**src/rtl/mc_fetch_unit.sv**
```systemverilog
// Multicycle fetch/memory front end: owns PC, IR and MDR and sequences one
// outstanding memory request at a time, stalling the control unit until ack.
module mc_fetch_unit #(
  parameter int                   BIT_WIDTH = 32,
  parameter logic [BIT_WIDTH-1:0] RESET_PC  = 32'h0040_0000
) (
  input  logic                 clk,
  input  logic                 rst,
  input  logic                 PCWrite,
  input  logic                 Branch,
  input  logic                 PCSrc,
  input  logic                 IorD,
  input  logic                 IRWrite,
  input  logic                 MemWrite,
  input  logic                 Zero,
  input  logic [BIT_WIDTH-1:0] ALUResult,
  input  logic [BIT_WIDTH-1:0] ALUOut,
  input  logic [BIT_WIDTH-1:0] WriteData,
  input  logic [BIT_WIDTH-1:0] mem_rdata,
  input  logic                 mem_ack,
  output logic                 mem_req,
  output logic                 mem_we,
  output logic [BIT_WIDTH-1:0] mem_addr,
  output logic [BIT_WIDTH-1:0] mem_wdata,
  output logic [BIT_WIDTH-1:0] PC,
  output logic [BIT_WIDTH-1:0] Instr,
  output logic [BIT_WIDTH-1:0] Data,
  output logic [5:0]           Op,
  output logic [5:0]           Funct,
  output logic                 stall,
  output logic                 align_err
);

  typedef enum logic [1:0] {IDLE, BUSY_RD, BUSY_WR} state_t;

  state_t               state_q;
  logic [BIT_WIDTH-1:0] pc_q, instr_q, data_q, mem_addr_q, mem_wdata_q;
  logic                 mem_req_q, mem_we_q, align_err_q;

  logic                 busy, pcen, misaligned;
  logic [BIT_WIDTH-1:0] pc_d, cap_addr, addr_d;

  // The control unit holds its strobes while stalled, so a PC update asked for
  // alongside a fetch is naturally deferred to the ack cycle when stall drops.
  always_comb begin
    busy       = (state_q != IDLE);
    stall      = ((state_q == IDLE) && (IRWrite || MemWrite)) || (busy && !mem_ack);
    pcen       = (PCWrite || (Branch && !Zero)) && !stall;
    pc_d       = PCSrc ? ALUOut : ALUResult;
    cap_addr   = (!IRWrite && IorD) ? ALUOut : pc_q;
    misaligned = (cap_addr[1:0] != 2'b00);
    addr_d     = {cap_addr[BIT_WIDTH-1:2], 2'b00};
  end

  always_ff @(posedge clk or posedge rst) begin
    if (rst) begin
      state_q     <= IDLE;
      pc_q        <= RESET_PC;
      instr_q     <= '0;
      data_q      <= '0;
      mem_req_q   <= 1'b0;
      mem_we_q    <= 1'b0;
      mem_addr_q  <= '0;
      mem_wdata_q <= '0;
      align_err_q <= 1'b0;
    end else begin
      if (pcen) pc_q <= pc_d;
      case (state_q)
        IDLE: begin
          if (IRWrite) begin
            mem_addr_q  <= addr_d;
            mem_we_q    <= 1'b0;
            mem_req_q   <= 1'b1;
            align_err_q <= align_err_q | misaligned;
            state_q     <= BUSY_RD;
          end else if (MemWrite) begin
            mem_addr_q  <= addr_d;
            mem_wdata_q <= WriteData;
            mem_we_q    <= 1'b1;
            mem_req_q   <= 1'b1;
            align_err_q <= align_err_q | misaligned;
            state_q     <= BUSY_WR;
          end
        end
        BUSY_RD: begin
          if (mem_ack) begin
            instr_q   <= mem_rdata;
            data_q    <= mem_rdata;
            mem_req_q <= 1'b0;
            state_q   <= IDLE;
          end
        end
        BUSY_WR: begin
          if (mem_ack) begin
            mem_req_q <= 1'b0;
            mem_we_q  <= 1'b0;
            state_q   <= IDLE;
          end
        end
        default: state_q <= IDLE;
      endcase
    end
  end

  assign mem_req   = mem_req_q;
  assign mem_we    = mem_we_q;
  assign mem_addr  = mem_addr_q;
  assign mem_wdata = mem_wdata_q;
  assign PC        = pc_q;
  assign Instr     = instr_q;
  assign Data      = data_q;
  assign Op        = instr_q[31:26];
  assign Funct     = instr_q[5:0];
  assign align_err = align_err_q;

endmodule

```
**config.mk**
```make
export PLATFORM = sky130hd
export DESIGN_NAME = mc_fetch_unit
export DESIGN_NICKNAME = d
export VERILOG_FILES = /design/src/rtl/mc_fetch_unit.sv
export SDC_FILE = /design/constraint.sdc
export NUM_CORES = 1
export LEC_CHECK = 0
export ABC_AREA = 0
export CAP_MARGIN = 20
export CELL_PAD_IN_SITES_DETAIL_PLACEMENT = 1
export CELL_PAD_IN_SITES_GLOBAL_PLACEMENT = 2
export CORE_ASPECT_RATIO = 1.1
export CORE_MARGIN = 1
export CORE_UTILIZATION = 22
export CTS_CLUSTER_SIZE = 25
export DETAILED_ROUTE_END_ITERATION = 6
export PLACE_DENSITY_LB_ADDON = 0.1
export SYNTH_ARGS = -nofsm -noshare
export SYNTH_HDL_FRONTEND = slang
export SYNTH_SLANG_ARGS = --single-unit
```
**constraint.sdc**
```tcl
create_clock -name clk -period 4.25 [get_ports clk]
set_clock_uncertainty 0.05 [all_clocks]
set_input_delay 0.85 -clock clk [delete_from_list [all_inputs] [get_ports clk]]
set_output_delay 0.85 -clock clk [all_outputs]
set_load 0.03 [all_outputs]
```
==> run_results.csv <==
group,metric,value,unit
sta,setup_viol,0,
power,p_leak,4.10,nW
drt,ant_nets,0,
finish,fillers,2838,
grt,grt_use_total,0.139,
clocking,cts_setup_buffers,0,
clocking,htreeDepth,4,
synthesis,synth_top_family_by_area,"multiplexers",
critical_path,r2r_start,"state_q[0]",
synthesis,syn_area,6000,sq um
critical_path,reg2reg_slack,1.80,ns
drt,detail_route.wl_per_cell,17.5,um
die,die_area,27900,sq um
clocking,root_buffer,"clkbuf_16",
synthesis,synth_compound_gate_area_share,0.0403,
clocking,cts_buffer_depth,2,
place,gp_congestion,0.730,
die,die_w,159,um
drt,drt_wl_total,19100,um
power,total_power,8.63,mW
grt,antenna_found_initial,1,
synthesis,synthAdderAreaFrac,0.00626,
place,postPlaceCellArea,9200,sq um
grt,grt_remaining_overflow,0,
synthesis,yosys.area_share.simple,0.0321,
synthesis,avgSynthCellArea,13.2,sq um
place,io_buffer_count,311,
run,drv_cap,0,
min_path,holdCritStartpoint,"align_err",
clocking,cts.sink_count,131,
finish,utilization,0.367,
critical_path,cp_max_fo,6,
min_path,hold_class,"reg2reg",
sta,fin_crit_sh,0.833,
sta,fmax,0.282,GHz
synthesis,ys_warn_count,0,
finish,n_antenna_cell,0,
critical_path,cp-start-kind,"input port",
critical_path,required,3.35,ns
sta,hold_viol_final,0,
sta,slew_viol_final,0,
place,dpl_worst_slack,0.713,ns
drt,vias,4500,
power,peakVddDrop,0.000324,V
finish,drive_gt1_frac,0.218,
clocking,hold_buffers,0,
sta,fin_crit,3.54,ns
power,power.density,876,nW/um^2
critical_path,timing_worst_setup_path_type,"in2out",
die,core_area,26900,sq um
clocking,numCtsBuffers,17,
drt,drt_iter0_markers,83,
sta,fin_ws,0.710,ns
synthesis,ys_ff_latch,131,
synthesis,yosys.area.top_type,"dfrtp_1",
critical_path,arrival,2.64,ns
synthesis,synth_mux_area_frac,0.292,
drt,remaining_drc_errors,0,
critical_path,rr_worst_depth,6,
clocking,cts_tree,"yes",
finish,finalNetCount,865,
sta,worst_slew_pin_slew,0.916,ns
drt,via_per_inst,4.12,
min_path,hold_depth,1,
die,die_y,175,um
grt,grt_pass1_vias,4876,
critical_path,end_kind,"output pin",
synthesis,synth-xor-area-share,0,
synthesis,postSynthCellCount,456,
die,rows,63,
die,start_util,0.223,
clocking,post_cts_resized,0,
synthesis,synthDominantCellAreaShare,0.542,
die,ioPinCount,314,
place,dpl.cell_count,1061,
run_status,status,"finished, final reports clean",
sta,whs,0.419,ns
min_path,hold_end,"align_err",
sta,rsz0062_at_grt,"no",
place,dp.final_hpwl,14000,um
clocking,insertion_delay,0.41,ns
grt,grt_start_max_net_pins,55,
critical_path,reg2reg_to,"PC[14]",
finish,fin_area,9850,sq um
synthesis,synth_cell_types,29,
finish,area_growth,64.2,%
sta,setup-tns-final,0,ns
grt,grt_pass1_wl,29500,um
synthesis,synth_area_leaders,"dfrtp_1 (54%), mux2_2 (22%), buf_4 (5.8%)",
finish,instances_no_fill,1092,
clocking,clk_pin_slew,0.05,ns
synthesis,yosysSeqAreaShare,0.547,
drt,drt_first_pass_iters,4,
sta,slew_headroom,0.389,
-- cell usage in the layout, fill, tap and decap left out, drive strengths merged --
master / n
a21o: 1
a21oi: 5
a2bb2oi: 1
a32o: 1
and2: 1
buf: 9
bufinv: 5
clkbuf: 18
clkdlybuf4s50: 310
clkinv: 3
clkinvlp: 4
conb: 2
dfrtp: 130
dfstp: 1
ha: 3
inv: 6
mux2: 128
mux2i: 31
nand2: 32
nand2b: 4
nand3b: 1
nor2: 1
nor2b: 1
o211ai: 1
o21ai: 33
or2: 1
or3: 1
or3b: 1
-- how the worst max path moves through the flow --
stage,start,endpoint,slack [ns]
6_report,MemWrite,stall,0.71
5_1_grt,MemWrite,stall,0.66
4_1_cts,MemWrite,stall,0.71
3_5_place_dp,MemWrite,stall,0.71
3_3_place_gp,MemWrite,stall,0.73
2_1_floorplan,MemWrite,stall,1.72
-- logic make-up after synthesis --
kind of cell             Yosys count
AO/OA/AOI/OAI                     42
adder cells (fa/ha/maj)            3
buffers and inverters             77
flip-flops                       131
multiplexers                     159
other                              1
AND/OR/NAND/NOR                   43
-- metal layers --
metal / track usage / up-vias / routed length [um]
met4: 0.0373 / 0 / 167
met5: 0 / - / 0
met1: 0.161 / 2222 / 7720
met2: 0.241 / 197 / 9580
li1: - / 2071 / -
met3: 0.0508 / 10 / 1640
-- worst max-delay path, cell delays in order --
cell	delay, ns
clkdlybuf4s50_1	0.56
or3b_4	0.46
and2_1	0.16
clkdlybuf4s50_1	0.61
-- Yosys cell counts --
| cell type | number |
|---|---|
| mux2_2 | 115 |
| a32o_1 | 1 |
| conb_1 | 1 |
| nand3b_1 | 1 |
| buf_6 | 3 |
| and2_1 | 1 |
| nand2_1 | 32 |
| inv_1 | 6 |
| o21ai_1 | 1 |
| buf_4 | 46 |
| buf_2 | 7 |
| o21ai_0 | 32 |
| a2bb2oi_4 | 1 |
| ha_1 | 3 |
| a21o_1 | 1 |
| nand2b_1 | 4 |
| or2_2 | 1 |
| o211ai_1 | 1 |
| dfstp_2 | 1 |
| nor2b_1 | 1 |
| or3b_4 | 1 |
| mux2_1 | 13 |
| nor2_1 | 1 |
| mux2i_1 | 31 |
| a21oi_1 | 5 |
| dfrtp_1 | 130 |
| buf_1 | 3 |
| clkbuf_1 | 12 |
| or3_1 | 1 |
-- flip-flops by register name, indices dropped and copies added, names as in the netlist --
register   count
mem_req        1
PC            32
state_q        2
mem_wdata     32
mem_we         1
mem_addr      30
Data          32
align_err      1
-- power by group --
part           switching, mW  internal [mW]  leakage (nW)
Combinational           2.63           2.08          2.24
Sequential             0.427           1.88          1.56
Clock                  0.573           1.04         0.299
Total                   3.63           5.00          4.10
-- layout make-up --
class                           count  area, sq um  area share
Inverter                            6         26.3     0.00267
Clock buffer                       18          429      0.0436
Tap cell                          357          447      0.0453
Sequential cell                   131         3280       0.333
Multi-Input combinational cell    249         2240       0.228
Clock inverter                     12          208      0.0211
Timing Repair Buffer              319         3220       0.327
Power figures use the tool's default switching activity.
